### src/rtl/lsu_pkg.sv
// Shared types and constants for the load/store unit.
package lsu_pkg;

  localparam int unsigned DATA_W            = 16;
  localparam int unsigned ADDR_W            = 16;
  localparam int unsigned MEM_BYTES_DEFAULT = 2048;

  localparam logic [1:0] MODE_WORD = 2'b00;
  localparam logic [1:0] MODE_BYTE = 2'b01;

  typedef enum logic [1:0] {
    IDLE    = 2'd0,
    ISSUE   = 2'd1,
    CAPTURE = 2'd2,
    RESP    = 2'd3
  } lsu_state_e;

  // Request attributes that must survive past the accept edge.
  typedef struct packed {
    logic write;
    logic is_byte;
    logic sign_ext;
  } lsu_ctl_t;

endpackage

### src/rtl/lsu_if.sv
// Request/response handshake plus data-memory pins of the load/store unit.
interface lsu_if import lsu_pkg::*; ();

  logic              req_valid;
  logic              req_ready;
  logic              req_write;
  logic              req_byte;
  logic              req_signed;
  logic [ADDR_W-1:0] req_addr;
  logic [DATA_W-1:0] req_wdata;

  logic              resp_valid;
  logic [DATA_W-1:0] resp_rdata;
  logic              resp_fault;

  logic              mem_rd;
  logic              mem_wn;
  logic [ADDR_W-1:0] mem_address;
  logic [1:0]        mem_mode;
  logic [DATA_W-1:0] mem_write_data;
  logic [DATA_W-1:0] mem_read_data;

  modport master (
    output req_valid, req_write, req_byte, req_signed, req_addr, req_wdata,
    input  req_ready, resp_valid, resp_rdata, resp_fault
  );

  modport slave (
    input  req_valid, req_write, req_byte, req_signed, req_addr, req_wdata,
    input  mem_read_data,
    output req_ready, resp_valid, resp_rdata, resp_fault,
    output mem_rd, mem_wn, mem_address, mem_mode, mem_write_data
  );

  modport memory (
    input  mem_rd, mem_wn, mem_address, mem_mode, mem_write_data,
    output mem_read_data
  );

endinterface

### src/rtl/lsu_load_extend.sv
// Formats raw memory read data into the load result (word pass-through or byte extend).
module lsu_load_extend import lsu_pkg::*; (
  input  logic [DATA_W-1:0] raw,
  input  logic              is_byte,
  input  logic              sign_ext,
  output logic [DATA_W-1:0] data_c
);

  // Byte loads arrive in [7:0]; upper byte is sign or zero fill.
  always_comb begin
    data_c = raw;
    if (is_byte) begin
      data_c = {{8{sign_ext & raw[7]}}, raw[7:0]};
    end
  end

endmodule

### src/rtl/load_store_unit.sv
// Data-memory initiator: one load/store at a time, sequenced against the
// memory's posedge-read / negedge-write timing, single-cycle response pulse.
module load_store_unit import lsu_pkg::*; #(
  parameter int unsigned MEM_BYTES   = MEM_BYTES_DEFAULT,
  parameter bit          ALIGN_CHECK = 1'b0
) (
  input  logic clk,
  input  logic rst,
  lsu_if.slave bus
);

  lsu_state_e state_q, state_d;
  lsu_ctl_t   ctl_q, ctl_d;

  logic              ready_q, ready_d;
  logic              resp_valid_q, resp_valid_d;
  logic [DATA_W-1:0] resp_rdata_q, resp_rdata_d;
  logic              resp_fault_q, resp_fault_d;
  logic              mem_rd_q, mem_rd_d;
  logic              mem_wn_q, mem_wn_d;
  logic [ADDR_W-1:0] mem_address_q, mem_address_d;
  logic [1:0]        mem_mode_q, mem_mode_d;
  logic [DATA_W-1:0] mem_wdata_q, mem_wdata_d;

  logic              fault_c;
  logic [31:0]       addr_ext_c;
  logic [DATA_W-1:0] load_data_c;

  lsu_load_extend u_load_extend (
    .raw      (bus.mem_read_data),
    .is_byte  (ctl_q.is_byte),
    .sign_ext (ctl_q.sign_ext),
    .data_c   (load_data_c)
  );

  // Reject out-of-range, last-byte word and (optionally) misaligned word accesses.
  always_comb begin
    addr_ext_c = 32'(bus.req_addr);
    fault_c    = (addr_ext_c >= MEM_BYTES)
              || (!bus.req_byte && (addr_ext_c == (MEM_BYTES - 32'd1)))
              || (ALIGN_CHECK && !bus.req_byte && bus.req_addr[0]);
  end

  always_comb begin
    state_d       = state_q;
    ctl_d         = ctl_q;
    resp_valid_d  = 1'b0;
    resp_rdata_d  = '0;
    resp_fault_d  = 1'b0;
    mem_rd_d      = 1'b0;
    mem_wn_d      = 1'b0;
    mem_address_d = mem_address_q;
    mem_mode_d    = mem_mode_q;
    mem_wdata_d   = mem_wdata_q;

    unique case (state_q)
      IDLE: begin
        if (bus.req_valid && ready_q) begin
          ctl_d.write    = bus.req_write;
          ctl_d.is_byte  = bus.req_byte;
          ctl_d.sign_ext = bus.req_signed;
          if (fault_c) begin
            state_d      = RESP;
            resp_valid_d = 1'b1;
            resp_fault_d = 1'b1;
          end else begin
            state_d       = ISSUE;
            mem_address_d = bus.req_addr;
            mem_mode_d    = bus.req_byte ? MODE_BYTE : MODE_WORD;
            mem_rd_d      = !bus.req_write;
            mem_wn_d      = bus.req_write;
            if (bus.req_write) begin
              mem_wdata_d = bus.req_byte ? {8'h00, bus.req_wdata[7:0]} : bus.req_wdata;
            end
          end
        end
      end
      // Memory acts during this cycle; strobes drop on the way out.
      ISSUE: begin
        if (ctl_q.write) begin
          state_d      = RESP;
          resp_valid_d = 1'b1;
        end else begin
          state_d = CAPTURE;
        end
      end
      CAPTURE: begin
        state_d      = RESP;
        resp_valid_d = 1'b1;
        resp_rdata_d = load_data_c;
      end
      RESP: begin
        state_d = IDLE;
      end
      default: begin
        state_d = IDLE;
      end
    endcase

    ready_d = (state_d == IDLE);
  end

  always_ff @(posedge clk or posedge rst) begin
    if (rst) begin
      state_q       <= IDLE;
      ctl_q         <= '0;
      ready_q       <= 1'b1;
      resp_valid_q  <= 1'b0;
      resp_rdata_q  <= '0;
      resp_fault_q  <= 1'b0;
      mem_rd_q      <= 1'b0;
      mem_wn_q      <= 1'b0;
      mem_address_q <= '0;
      mem_mode_q    <= MODE_WORD;
      mem_wdata_q   <= '0;
    end else begin
      state_q       <= state_d;
      ctl_q         <= ctl_d;
      ready_q       <= ready_d;
      resp_valid_q  <= resp_valid_d;
      resp_rdata_q  <= resp_rdata_d;
      resp_fault_q  <= resp_fault_d;
      mem_rd_q      <= mem_rd_d;
      mem_wn_q      <= mem_wn_d;
      mem_address_q <= mem_address_d;
      mem_mode_q    <= mem_mode_d;
      mem_wdata_q   <= mem_wdata_d;
    end
  end

  assign bus.req_ready      = ready_q;
  assign bus.resp_valid     = resp_valid_q;
  assign bus.resp_rdata     = resp_rdata_q;
  assign bus.resp_fault     = resp_fault_q;
  assign bus.mem_rd         = mem_rd_q;
  assign bus.mem_wn         = mem_wn_q;
  assign bus.mem_address    = mem_address_q;
  assign bus.mem_mode       = mem_mode_q;
  assign bus.mem_write_data = mem_wdata_q;

endmodule

### src/flat_wrapper.sv
// flat-port wrapper written by rule: the top's interface ports become plain ports
module load_store_unit_flat import lsu_pkg::*;
#(
  parameter int unsigned MEM_BYTES   = MEM_BYTES_DEFAULT,
  parameter bit          ALIGN_CHECK = 1'b0
)
  (clk, rst, bus_req_valid, bus_req_write, bus_req_byte, bus_req_signed, bus_req_addr, bus_req_wdata, bus_mem_read_data, bus_req_ready, bus_resp_valid, bus_resp_rdata, bus_resp_fault, bus_mem_rd, bus_mem_wn, bus_mem_address, bus_mem_mode, bus_mem_write_data);
  lsu_if bus_i ();
  input  logic clk;
  input  logic rst;
  input wire logic [$bits(bus_i.req_valid)-1:0] bus_req_valid;
  input wire logic [$bits(bus_i.req_write)-1:0] bus_req_write;
  input wire logic [$bits(bus_i.req_byte)-1:0] bus_req_byte;
  input wire logic [$bits(bus_i.req_signed)-1:0] bus_req_signed;
  input wire logic [$bits(bus_i.req_addr)-1:0] bus_req_addr;
  input wire logic [$bits(bus_i.req_wdata)-1:0] bus_req_wdata;
  input wire logic [$bits(bus_i.mem_read_data)-1:0] bus_mem_read_data;
  output wire logic [$bits(bus_i.req_ready)-1:0] bus_req_ready;
  output wire logic [$bits(bus_i.resp_valid)-1:0] bus_resp_valid;
  output wire logic [$bits(bus_i.resp_rdata)-1:0] bus_resp_rdata;
  output wire logic [$bits(bus_i.resp_fault)-1:0] bus_resp_fault;
  output wire logic [$bits(bus_i.mem_rd)-1:0] bus_mem_rd;
  output wire logic [$bits(bus_i.mem_wn)-1:0] bus_mem_wn;
  output wire logic [$bits(bus_i.mem_address)-1:0] bus_mem_address;
  output wire logic [$bits(bus_i.mem_mode)-1:0] bus_mem_mode;
  output wire logic [$bits(bus_i.mem_write_data)-1:0] bus_mem_write_data;
  assign bus_i.req_valid = bus_req_valid;
  assign bus_i.req_write = bus_req_write;
  assign bus_i.req_byte = bus_req_byte;
  assign bus_i.req_signed = bus_req_signed;
  assign bus_i.req_addr = bus_req_addr;
  assign bus_i.req_wdata = bus_req_wdata;
  assign bus_i.mem_read_data = bus_mem_read_data;
  assign bus_req_ready = bus_i.req_ready;
  assign bus_resp_valid = bus_i.resp_valid;
  assign bus_resp_rdata = bus_i.resp_rdata;
  assign bus_resp_fault = bus_i.resp_fault;
  assign bus_mem_rd = bus_i.mem_rd;
  assign bus_mem_wn = bus_i.mem_wn;
  assign bus_mem_address = bus_i.mem_address;
  assign bus_mem_mode = bus_i.mem_mode;
  assign bus_mem_write_data = bus_i.mem_write_data;
  load_store_unit #(.MEM_BYTES(MEM_BYTES), .ALIGN_CHECK(ALIGN_CHECK)) u_core (.clk(clk), .rst(rst), .bus(bus_i));
endmodule
### config.mk
export PLATFORM = sky130hd
export DESIGN_NAME = load_store_unit_flat
export DESIGN_NICKNAME = d
export VERILOG_FILES = /design/src/rtl/lsu_pkg.sv /design/src/rtl/lsu_if.sv /design/src/rtl/lsu_load_extend.sv /design/src/rtl/load_store_unit.sv /design/src/flat_wrapper.sv
export SDC_FILE = /design/constraint.sdc
export NUM_CORES = 1
export LEC_CHECK = 0
export BUFFER_PORTS_ARGS = -buffer_cell sky130_fd_sc_hd__clkbuf_2
export CORE_ASPECT_RATIO = 1.4
export CORE_MARGIN = 3
export CORE_UTILIZATION = 47
export DETAILED_ROUTE_END_ITERATION = 6
export PLACE_DENSITY = 0.8
export SLEW_MARGIN = 15
export SYNTH_ARGS = -nofsm -noshare
export SYNTH_HDL_FRONTEND = slang
export SYNTH_HIERARCHICAL = 1
export SYNTH_SLANG_ARGS = --single-unit
### constraint.sdc
create_clock -name clk -period 2.8 [get_ports clk]
set_clock_uncertainty 0.15 [all_clocks]
set_input_delay 0.28 -clock clk [delete_from_list [all_inputs] [get_ports clk]]
set_output_delay 0.28 -clock clk [all_outputs]
set_load 0.01 [all_outputs]
==> reports/qor.txt <==
=================================================================================
Post-synth cell types                                                          31
Number of buffers added by the clock tree synthesis step                        9
Yosys Warn Count                                                                6
Placed cell count                                                             344
Die Height                                                                91.1 um
Maximum resistive drop on vdd                                              423 uV
Count of cells resized by post-cts repair                                       0
Wire length on met2                                                       2.41 mm
Setup repair after global routing missed its margin                         false
Source of the worst register-to-register timing path                 u_core/state_q[0]
Routed met1 length                                                        1.86 mm
Final Worst Setup Slack                                                  0.208 ns
Number of buffers between clock root and the deepest sink                       2
Tot GR Track Use                                                            0.163
Layout area overhead                                                        31.1%
Worst Reg2Reg Path Length in Cells                                              6
Horizontal extent of the die                                              66.8 um
Core region area                                                        4920 um^2
Max frequency                                                             386 MHz
Endpoint of the most critical register-to-register path              u_core/bus.mem_address[7]
Hold violation count in the final report                                        0
CTS root buf                                                             clkbuf_8
Routability congestion estimate                                             0.777
Finish-stage setup viols                                                        0
Critical Path RT                                                          2.86 ns
Fin cells                                                                     361
Overall die area                                                        6090 um^2
Path type of the worst min-delay path                                input port to flop
Number of design rule violations left after detail routing                      0
Pwr dens                                                              740 nW/um^2
Post-CTS repair timing setup buffer count                                       0
Clock Pin Slew Worst Setup and Hold Paths                                 0.06 ns
Post-Route Setup TNS                                                         0 ns
Average vias per placed instance                                             4.80
Hold depth                                                                      2
Final cycle utilization of the critical path                                0.926
Category of the worst setup path capture point                               flop
Static Leakage                                                         0.00180 uW
Most frequent cells in the layout                                    clkbuf_2 (107), dfrtp_1 (58), mux2_2 (25)
Max-capacitance violation count                                                 0
Most common library cell in the layout ignoring fill and taps            clkbuf_2
Wire length of the first global-routing pass                              7.53 mm
Post-layout nets                                                              350
Routed met3 length                                                         372 um
Syn Nets                                                                      241
Fraction of layout instances using a drive strength above 1                 0.535
Number of nets with antenna violations after routing                            0
Iteration count of the initial detailed-routing pass                            4
TritonCTS clock tree                                                          yes
Post-placement worst setup slack                                         0.205 ns
Register area share after synthesis                                         0.607
Total wirelength of the detailed-routed design                            4.73 mm
Highest routed metal layer                                                   met4
DRC violation total after the first TritonRoute iteration                      51
Cell row count                                                                 30
Max-slew violation count                                                        0
Reg2Reg Setup Slack                                                       0.21 ns
Gate Count Post-Synth                                                         183
Top-level I/O count                                                           109
Run status                                                              completed
Starting density of the core                                                0.495
Average size of a mapped cell                                           13.3 um^2
IO buf count                                                                  107
Number of antenna violations at the first check in global routing               0
Crit start category                                                          flop
Pin count of the biggest net entering global routing                           40
Total global routing overflow                                                   0
Number of sinks driven by the clock tree                                       59
Post-detail-place hpwl                                                    3.60 mm
Endpoint arrival time on the critical path                                2.65 ns
Total of flip-flops plus latches after synthesis                               59
Clock latency of the later-clocked register in the worst-skew pair        0.32 ns
Number of global-route vias before repair                                    1679
Total of hold buffers inserted after clock tree synthesis                       1
Post-synthesis cell area                                                2430 um^2
Highest net fanout along the worst path                                        17
Number of inserted diodes                                                       0
Overall via count from detail_route                                          1734
Time the final worst path needs with I/O delays and setup                 2.59 ns
Number of levels the H-tree was split into                                      3
Routed wirelength normalized by instance count                            13.1 um
Hold Path Sink                                                       u_core/bus.resp_rdata[3]
Beginning of the worst hold path                                     bus_mem_read_data[3]
Type of the setup path with the least slack                          flop to flop
=================================================================================
power breakdown:
group          internal, uW  switching, uW  leakage, uW  total, uW
clock network           430            315    0.0000991        745
logic                   260            277     0.000899        537
registers              1000           75.3     0.000799       1080
total                  1690            667      0.00180       2360
Yosys cell counts (all sizes together):
cell | n | share of area
dfrtp | 58 | 0.60
mux2 | 31 | 0.14
and2 | 17 | 0.044
nor2b | 14 | 0.036
inv | 12 | 0.019
buf | 11 | 0.035
o21ai | 8 | 0.016
ha | 4 | 0.021
nor2 | 4 | 0.013
nor3 | 3 | 0.0082
a21oi | 2 | 0.0041
clkbuf | 2 | 0.0031
nand2 | 2 | 0.0031
nand3 | 2 | 0.0062
nand4 | 2 | 0.0051
a31o | 1 | 0.0036
a31oi | 1 | 0.0026
conb | 1 | 0.0015
dfstp | 1 | 0.011
nand4b | 1 | 0.0036
nor4 | 1 | 0.0026
nor4b | 1 | 0.0062
o21ba | 1 | 0.0041
o21bai | 1 | 0.0031
or4 | 1 | 0.0046
or4b | 1 | 0.0041
worst max path at each step:
stage                     cells past startpoint                         to         startpoint
after floorplan                               7  u_core/bus.mem_address[0]  u_core/state_q[0]
after global placement                        6  u_core/bus.mem_address[6]  u_core/state_q[0]
after detailed placement                      6  u_core/bus.mem_address[7]  u_core/state_q[0]
after CTS                                     6  u_core/bus.mem_address[7]  u_core/state_q[0]
after global routing                          6  u_core/bus.mem_address[6]  u_core/state_q[1]
final                                         6  u_core/bus.mem_address[7]  u_core/state_q[0]
flip-flops by register name, summed over array words and instances (netlist names):
signal                     cells
u_core/bus.resp_rdata         16
u_core/bus.mem_address        16
u_core/bus.req_ready           1
u_core/bus.mem_write_data     16
u_core/bus.mem_mode            1
u_core/bus.mem_wn              1
u_core/bus.resp_valid          1
u_core/state_q                 2
u_core/bus.resp_fault          1
u_core/bus.mem_rd              1
u_core/ctl_q                   3
metrics by stage:
stage                     utilization  instance area, um^2  hold slack (ns)  total power (uW)
after floorplan                     -                 2430            0.203              1420
after global placement          0.607                 2990            0.132              1620
after detailed placement        0.607                 2990            0.153              1640
after CTS                       0.649                 3190          0.00223              2390
after global routing            0.649                 3190           0.0103              2500
final                           0.649                 3190           0.0149              2360
logic make-up (layout without fill, tap and decap cells):
logic type                 count (synthesis)  in the layout  share of synthesized area
AOI/OAI and AO/OA                         14             14                     0.0339
adders and majority gates                  4              4                     0.0206
buffers and inverters                     25            139                     0.0571
DFF                                       59             59                      0.607
muxes                                     31             31                      0.143
other                                      1              1                    0.00154
and+or+nand+nor                           49             49                      0.136
layout make-up:
class                           instances  area, um^2
Multi-Input combinational cell         99         826
Fill cell                             388        1730
Timing Repair Buffer                  111         568
Tap cell                               64        80.1
Clock inverter                          5        52.6
Clock buffer                           11         141
Sequential cell                        59        1480
Inverter                               12        45.0
layer usage:
layer / vias to the layer above / GRT usage
met2: 73 / 0.279
li1: 824 / -
met3: 8 / 0.0421
met4: 0 / 0.0864
met5: - / 0
met1: 829 / 0.179
critical path: stages (launching register included):
cell	delay, ns
dfrtp_1	0.40
inv_1	0.11
ha_1	0.27
or4b_1	0.45
or4_4	0.46
nor2_8	0.27
mux2_2	0.38
(Power assumes the default switching activity.)
